$ cat src/rtl/l2_arbiter.sv
// l2_arbiter: two-port (I-cache read-only, D-cache read/write) arbiter in
// front of a single L2 port. Ties go to the port not served last. The
// request is forwarded combinationally from the granted port. A sticky
// watchdog flags grants that stay open too long.
module l2_arbiter #(
  parameter int ADDR_W  = 32,
  parameter int LINE_W  = 256,
  parameter int TIMEOUT = 255
) (
  input  logic              clk,
  input  logic              rst_n,
  // I-cache port (read-only)
  input  logic              i_action_stb,
  input  logic              i_action_cyc,
  input  logic [ADDR_W-1:0] i_address,
  output logic              i_resp,
  output logic              i_retry,
  output logic [LINE_W-1:0] i_rdata,
  // D-cache port
  input  logic              d_action_stb,
  input  logic              d_action_cyc,
  input  logic              d_write,
  input  logic [ADDR_W-1:0] d_address,
  input  logic [LINE_W-1:0] d_wdata,
  output logic              d_resp,
  output logic              d_retry,
  output logic [LINE_W-1:0] d_rdata,
  // L2 side
  output logic              l2_action_stb,
  output logic              l2_action_cyc,
  output logic              l2_write,
  output logic [ADDR_W-1:0] l2_address,
  output logic [LINE_W-1:0] l2_wdata,
  input  logic              l2_resp,
  input  logic              l2_retry,
  input  logic [LINE_W-1:0] l2_rdata,
  output logic              timeout_err
);

  localparam int CNT_W = $clog2(TIMEOUT + 1);
  localparam logic [CNT_W-1:0] TO_VAL = CNT_W'(TIMEOUT);

  localparam logic [1:0] IDLE  = 2'd0;
  localparam logic [1:0] GNT_I = 2'd1;
  localparam logic [1:0] GNT_D = 2'd2;

  logic [1:0]       state, state_nxt;
  logic             last_d;     // 1: D was served last, 0: I (reset value)
  logic [CNT_W-1:0] wd_cnt;
  logic             i_req, d_req, in_gnt;

  // l2_retry is a pure wait hint; completion is signalled only by l2_resp
  logic unused_l2_retry;
  assign unused_l2_retry = l2_retry;

  assign i_req  = i_action_stb & i_action_cyc;
  assign d_req  = d_action_stb & d_action_cyc;
  assign in_gnt = (state == GNT_I) | (state == GNT_D);

  // Next-state: round-robin pick in IDLE, leave a grant on resp or abort
  always_comb begin
    state_nxt = state;
    case (state)
      IDLE: begin
        if (i_req && d_req) state_nxt = last_d ? GNT_I : GNT_D;
        else if (i_req)     state_nxt = GNT_I;
        else if (d_req)     state_nxt = GNT_D;
      end
      GNT_I:   if (l2_resp || !i_action_cyc) state_nxt = IDLE;
      GNT_D:   if (l2_resp || !d_action_cyc) state_nxt = IDLE;
      default: state_nxt = IDLE;
    endcase
  end

  // State and last-served record; priority moves only on a completed transfer
  always_ff @(posedge clk) begin
    if (!rst_n) begin
      state  <= IDLE;
      last_d <= 1'b0;
    end else begin
      state <= state_nxt;
      if (in_gnt && l2_resp) last_d <= (state == GNT_D);
    end
  end

  // Watchdog: restart on each new grant, count grant cycles, saturate, sticky flag
  always_ff @(posedge clk) begin
    if (!rst_n) begin
      wd_cnt      <= '0;
      timeout_err <= 1'b0;
    end else if (state == IDLE && state_nxt != IDLE) begin
      wd_cnt <= '0;
    end else if (in_gnt && wd_cnt != TO_VAL) begin
      wd_cnt <= wd_cnt + 1'b1;
      if (wd_cnt + 1'b1 == TO_VAL) timeout_err <= 1'b1;
    end
  end

  // Forward the granted port to L2 and route l2_resp back to it
  always_comb begin
    l2_action_stb = 1'b0;
    l2_action_cyc = 1'b0;
    l2_write      = 1'b0;
    l2_address    = '0;
    l2_wdata      = '0;
    i_resp        = 1'b0;
    d_resp        = 1'b0;
    case (state)
      GNT_I: begin
        l2_action_stb = i_action_stb;
        l2_action_cyc = i_action_cyc;
        l2_address    = i_address;
        i_resp        = l2_resp;
      end
      GNT_D: begin
        l2_action_stb = d_action_stb;
        l2_action_cyc = d_action_cyc;
        l2_write      = d_write;
        l2_address    = d_address;
        l2_wdata      = d_wdata;
        d_resp        = l2_resp;
      end
      default: ;
    endcase
  end

  assign i_retry = i_req & ~i_resp;
  assign d_retry = d_req & ~d_resp;
  assign i_rdata = l2_rdata;
  assign d_rdata = l2_rdata;

endmodule

$ cat config.mk
export PLATFORM = sky130hd
export DESIGN_NAME = l2_arbiter
export DESIGN_NICKNAME = d
export VERILOG_FILES = /design/src/rtl/l2_arbiter.sv
export SDC_FILE = /design/constraint.sdc
export NUM_CORES = 1
export LEC_CHECK = 0
export CAP_MARGIN = 20
export CORE_AREA = 2 2 538 540
export CTS_BUF_LIST = sky130_fd_sc_hd__clkbuf_16
export DETAILED_ROUTE_END_ITERATION = 10
export DIE_AREA = 0 0 540 542
export GPL_ROUTABILITY_DRIVEN = 0
export PLACE_DENSITY_LB_ADDON = 0.2
export SYNTH_ARGS = -nofsm -noshare
export SYNTH_HDL_FRONTEND = slang
export SYNTH_SLANG_ARGS = --single-unit
$ cat constraint.sdc
create_clock -name clk -period 1.7 [get_ports clk]
set_input_delay 0.34 -clock clk [delete_from_list [all_inputs] [get_ports clk]]
set_output_delay 0.34 -clock clk [all_outputs]
set_load 0.02 [all_outputs]
* Word-level counts from Yosys, hierarchy flattened *
Cells that the tools add are included.

storage, ports and cells
  bits in registers = 12
  latch bits = 0
  bits in writable memories = 0
  memory bits (read-only) = 0
  input bits = 585
  output and inout bits = 808
  logic and storage cells = 44
  memories kept = 0

cells by class
  add/subtract/negate cells = 1
  $mul = 0
  div/mod/pow operators = 0
  magnitude comparators = 0
  eq/ne operators = 4
  shift operators = 0
  muxes and demuxes = 14
  bitwise logic cells = 9
  reductions and logical operators = 12

operator list
  operator                                                          number
  256-bit 2-to-1 mux                                                1
  32-bit case mux with 2 select lines                               1
  2-bit 2-to-1 mux                                                  6
  8-bit by 1-bit adder with 8-bit output (second input constant)    1
  8-bit == test (second input constant)                             1
  8-bit inequality test (second input constant)                     1
  2-bit case mux with 3 select lines                                1
  1-bit AND                                                         4
  1-bit logical AND                                                 4
  1-bit inverter                                                    4
  1-bit case mux with 2 select lines                                2
  1-bit 2-to-1 mux                                                  3
  3-bit AND reduction                                               1
  2-bit by 1-bit == test with 1-bit output (second input constant)  1
  2-bit == test (second input constant)                             1
  1-bit zero test                                                   2
  2-bit zero test                                                   1
  1-bit logical OR                                                  2
  2-bit nonzero test                                                1
  2-bit OR reduction                                                1
  1-bit OR                                                          1

* Depth between registers and ports, before layout *
  depth after elaboration = 9
  gate-level depth with buffers = 9
  depth with buffers taken out = 7

* Worst setup path after synthesis *
No wires, ideal clock.

  path kind = reg-to-output
  start point = reg state[0]
  end point = out l2_address[25]
  data arrival time = 1.627 ns
  data required time = 1.360 ns
  path slack = -0.267 ns
  stages on the path, launching flop included = 7
  path buffers = 2
  cell sequence = dfxtp_1 inv_1 ha_1 clkbuf_1 buf_1 a22oi_1 nor2b_1

on the way
  cells in the longest elaborated chain, start to end = 2
  elaborated cells between the ends (all ways) = 3
  those cells by class = eq/ne (2); mux (1)

RTL lines
  item                                                                              RTL line  text
  start, declared                                                                   47        logic [1:0] state, state_nxt;
  start signal, assigned                                                            81        state <= state_nxt;
  2-bit == test / 2-bit by 1-bit == test with 1-bit output (equally long branches)  108       case (state)
  32-bit case mux with 2 select lines *                                             108
  end, declared                                                                     32        output logic [ADDR_W-1:0] l2_address,

Every way passes the cells marked *; elsewhere a longest branch is shown, timed or not.

* Worst setup path after layout *
  start point = reg state[0]
  end point = out l2_wdata[233]

on the way
  cells in the longest elaborated chain, start to end = 2

RTL lines
  item                RTL line  text
  2-bit == test       108
  256-bit 2-to-1 mux  108
  end, declared       33        output logic [LINE_W-1:0] l2_wdata,

Every way passes these cells.

==> reports/qor.txt <==
post-DR vias/cell: 1.570
number of max-slew violations in the final report: 0
number of vias after detailed routing: 7835
gr usage total: 0.1055
Data required, critical path: 1.36 ns
Post-Syn Nets: 1564
global-route wire length before repair: 179700 µm
average cell area after synthesis: 7.069 µm²
Peak supply drop: 221.9 µV
slew at the pin with the worst max-slew slack: 0.4153 ns
detailed placer's ending HPWL: 148900 µm
TritonCTS clock tree: done
clk_lat worst skew: 0.24 ns
clock network power share: 0.080
final setup fails: 306
root cell of the clock tree: sky130_fd_sc_hd__clkbuf_16
Relative slew margins: 0.7228
synth-to-layout area growth: 178.7%
startpoint type of the worst setup path: register
count of input and output buffers: 623
CTS buffer count: 3
setup repair after global routing missed its margin: true
HP Class: register to register
post-route ant nets: 0
cell-internal power: 0.003280 W
count of cell types in the netlist: 36
Yosys warning total: 0
part of the total power dissipated in sequential elements: 0.055
number of hold buffers added after cts: 0
initial core utilization: 0.02397
cell area after placement: 16060 µm²
Routed WL: 166000 µm
DIE AREA: 292700 µm²
final worst-path setup slack: -0.4810 ns
status: finished, violations left
antenna violations before repair: 108
per-cell routed wire length: 33.26 µm
Final nets: 1784
number of global-route vias before repair: 7783
switching power: 0.002154 W
Max Clk Rate: 458.5 MHz
Fin Hold WS: 0.4770 ns
H-Tree Depth: 1
area of all placed cells without fillers: 19170 µm²
detailed-route DRC error count: 0
clock sink count: 12
Power per Cell Area: 283.4 nW/µm²
clock transition at the registers of the reported paths: 0.04 ns
Chip Height: 542 µm
part of the Yosys area used for sequential elements: 0.03493
Syn Std Cell Area: 6878 µm²
flops & latches, synth: 12
power share of the combinational group: 0.866
final hold violation count: 0
crit share post-route: 1.283
final total negative setup slack: -106.95 ns
endpoint kind of the worst setup timing path: output pin
Post-synth EDFFs: 0
minimum period implied by the final worst setup slack: 2.181 ns
static leakage power: 6.117 nW
Clock Path Buffers: 2
number of cells produced by synthesis: 973
fraction of layout instances using a drive strength above 1: 0.6650
switching share of power: 0.3964
Async SR Flop Fraction: 0
grt ovf: 0
clock tree skew after final layout: 0.003994 ns
Crit path arrival time: 1.84 ns
Synth Flop Type: sky130_fd_sc_hd__dfxtp_1
number of top-level pins: 1393
iteration count of the initial detailed-routing pass: 4
violated checks: setup timing
num rows: 197
WS Path Type: register to output pin
pin count of the biggest net entering global routing: 32
crit-path max FO: 9
Die W: 540 µm
area of the core: 286900 µm²
count of routing violations after the opening detailed-route iteration: 279
Max-cap violations: 0
[synth_stat cells (3+ instances only)]
cell	instances	area, µm²
sky130_fd_sc_hd__inv_1	5	18.77
sky130_fd_sc_hd__buf_4	512	3844
sky130_fd_sc_hd__dfxtp_1	12	240.2
sky130_fd_sc_hd__clkbuf_1	41	153.9
sky130_fd_sc_hd__nand3_1	10	50.05
sky130_fd_sc_hd__and2_1	262	1639
sky130_fd_sc_hd__a22oi_1	33	247.7
sky130_fd_sc_hd__ha_1	6	75.07
sky130_fd_sc_hd__nand2_1	8	30.03
sky130_fd_sc_hd__xnor2_1	3	26.28
sky130_fd_sc_hd__o21ai_0	4	20.02
sky130_fd_sc_hd__nor2b_1	34	212.7
sky130_fd_sc_hd__nor3_1	6	30.03
sky130_fd_sc_hd__nor2_1	6	22.52
[placed cells by master (no fill, tap or decap), types with 2 or more instances in the layout]
cell type	instances
sky130_fd_sc_hd__a2111oi_4	2
sky130_fd_sc_hd__nor2b_2	11
sky130_fd_sc_hd__ha_4	3
sky130_fd_sc_hd__nand4_1	2
sky130_fd_sc_hd__o21ai_2	2
sky130_fd_sc_hd__xnor2_1	3
sky130_fd_sc_hd__dfxtp_1	10
sky130_fd_sc_hd__buf_8	10
sky130_fd_sc_hd__and2_4	243
sky130_fd_sc_hd__nor2b_4	22
sky130_fd_sc_hd__nand2_1	8
sky130_fd_sc_hd__dfxtp_2	2
sky130_fd_sc_hd__nor2_4	3
sky130_fd_sc_hd__ha_1	3
sky130_fd_sc_hd__buf_6	160
sky130_fd_sc_hd__and2_2	6
sky130_fd_sc_hd__buf_4	50
sky130_fd_sc_hd__o21ai_0	4
sky130_fd_sc_hd__a31oi_1	2
sky130_fd_sc_hd__inv_1	3
sky130_fd_sc_hd__buf_16	22
sky130_fd_sc_hd__o21a_4	2
sky130_fd_sc_hd__and2_1	13
sky130_fd_sc_hd__nand3_1	8
sky130_fd_sc_hd__buf_12	185
sky130_fd_sc_hd__clkdlybuf4s50_1	327
sky130_fd_sc_hd__xor2_1	2
sky130_fd_sc_hd__a22oi_2	35
sky130_fd_sc_hd__nor3_2	5
sky130_fd_sc_hd__nor2_1	3
sky130_fd_sc_hd__diode_2	19
sky130_fd_sc_hd__a41oi_1	2
sky130_fd_sc_hd__clkbuf_16	19
sky130_fd_sc_hd__nor3b_1	2
sky130_fd_sc_hd__nand3_2	2
[cells by family after synthesis]
| kind of cell | after synthesis | share of synthesized area |
|---|---|---|
| compound gates | 53 | 0.06185 |
| xor+xnor | 5 | 0.006368 |
| fa+ha+maj | 6 | 0.01091 |
| buf+inv | 562 | 0.5883 |
| flops | 12 | 0.03493 |
| simple gates | 335 | 0.2976 |
[critical path, cell delays in order, from the launching register on]
cell and delay (ns):
sky130_fd_sc_hd__dfxtp_2 0.32, sky130_fd_sc_hd__inv_2 0.07, sky130_fd_sc_hd__ha_4 0.21, sky130_fd_sc_hd__buf_16 0.19, sky130_fd_sc_hd__buf_16 0.19, sky130_fd_sc_hd__buf_12 0.14
sky130_fd_sc_hd__buf_16 0.13, sky130_fd_sc_hd__and2_4 0.15, sky130_fd_sc_hd__buf_12 0.13
[final timing paths]
kind                            startpoint             to  slack (ns)  cells after the start
worst max-delay path              state[0]  l2_wdata[233]       -0.48                      8
worst min register to register      last_d         last_d        0.48                      2
worst max register to register    state[0]    timeout_err       -0.39                      9
worst min-delay path                last_d         last_d        0.48                      2
[through the flow]
step | total power (W) | util | cells | setup slack [ns]
finish | 0.005433 | 0.06682 | 4991 | -0.4810
global route | 0.005697 | 0.06674 | 4982 | -0.5629
detailed placement | 0.003740 | 0.05599 | 4880 | -0.4980
CTS | 0.004876 | 0.06104 | 4926 | -0.5594
global placement | 0.003758 | 0.05599 | 4880 | -0.5071
floorplan | 0.002973 | - | 973 | -0.04461
[state kept, by name, indices dropped and copies added (netlist names)]
signal and count:
timeout_err 1, state 2, last_d 1, wd_cnt 8
[per-layer routing]
metal / GRT usage / up-vias / wire length [µm]
met5: 0.007069 / - / 449
met4: 0.04128 / 30 / 8269
met3: 0.1358 / 447 / 45730
met2: 0.1815 / 1104 / 79280
met1: 0.05810 / 3282 / 32280
li1: - / 2972 / -
[final cells by class]
class	instances	area [µm²]
repair buffers	770	10310
fillers	33630	267700
inverters	6	30.03
multi-input cells	400	3735
diodes	19	47.55
well taps	3781	4731
flip-flops and latches	12	242.7
clock buffers	3	75.07
[timing repair]
| item | 4_1_cts | 5_1_grt |
|---|---|---|
| setup buffers | 31 | 35 |
| endpoints found under the setup margin | 304 | 306 |
| pin swaps | 11 | 28 |
| cloned | 18 | 22 |
| gates resized for setup | 670 | 504 |
[power by group through the flow]
| stage | combinational [W] | clock (W) | sequential [W] |
|---|---|---|---|
| final | 0.00470 | 0.000432 | 0.000298 |
| after CTS | 0.00413 | 0.000448 | 0.000297 |
| after detailed placement | 0.00344 | 0 | 0.000302 |
| after global routing | 0.00493 | 0.000467 | 0.000299 |
| after floorplan | 0.00267 | 0 | 0.000301 |
| after global placement | 0.00346 | 0 | 0.000302 |
Note: power is estimated with default switching activity, not from simulation.
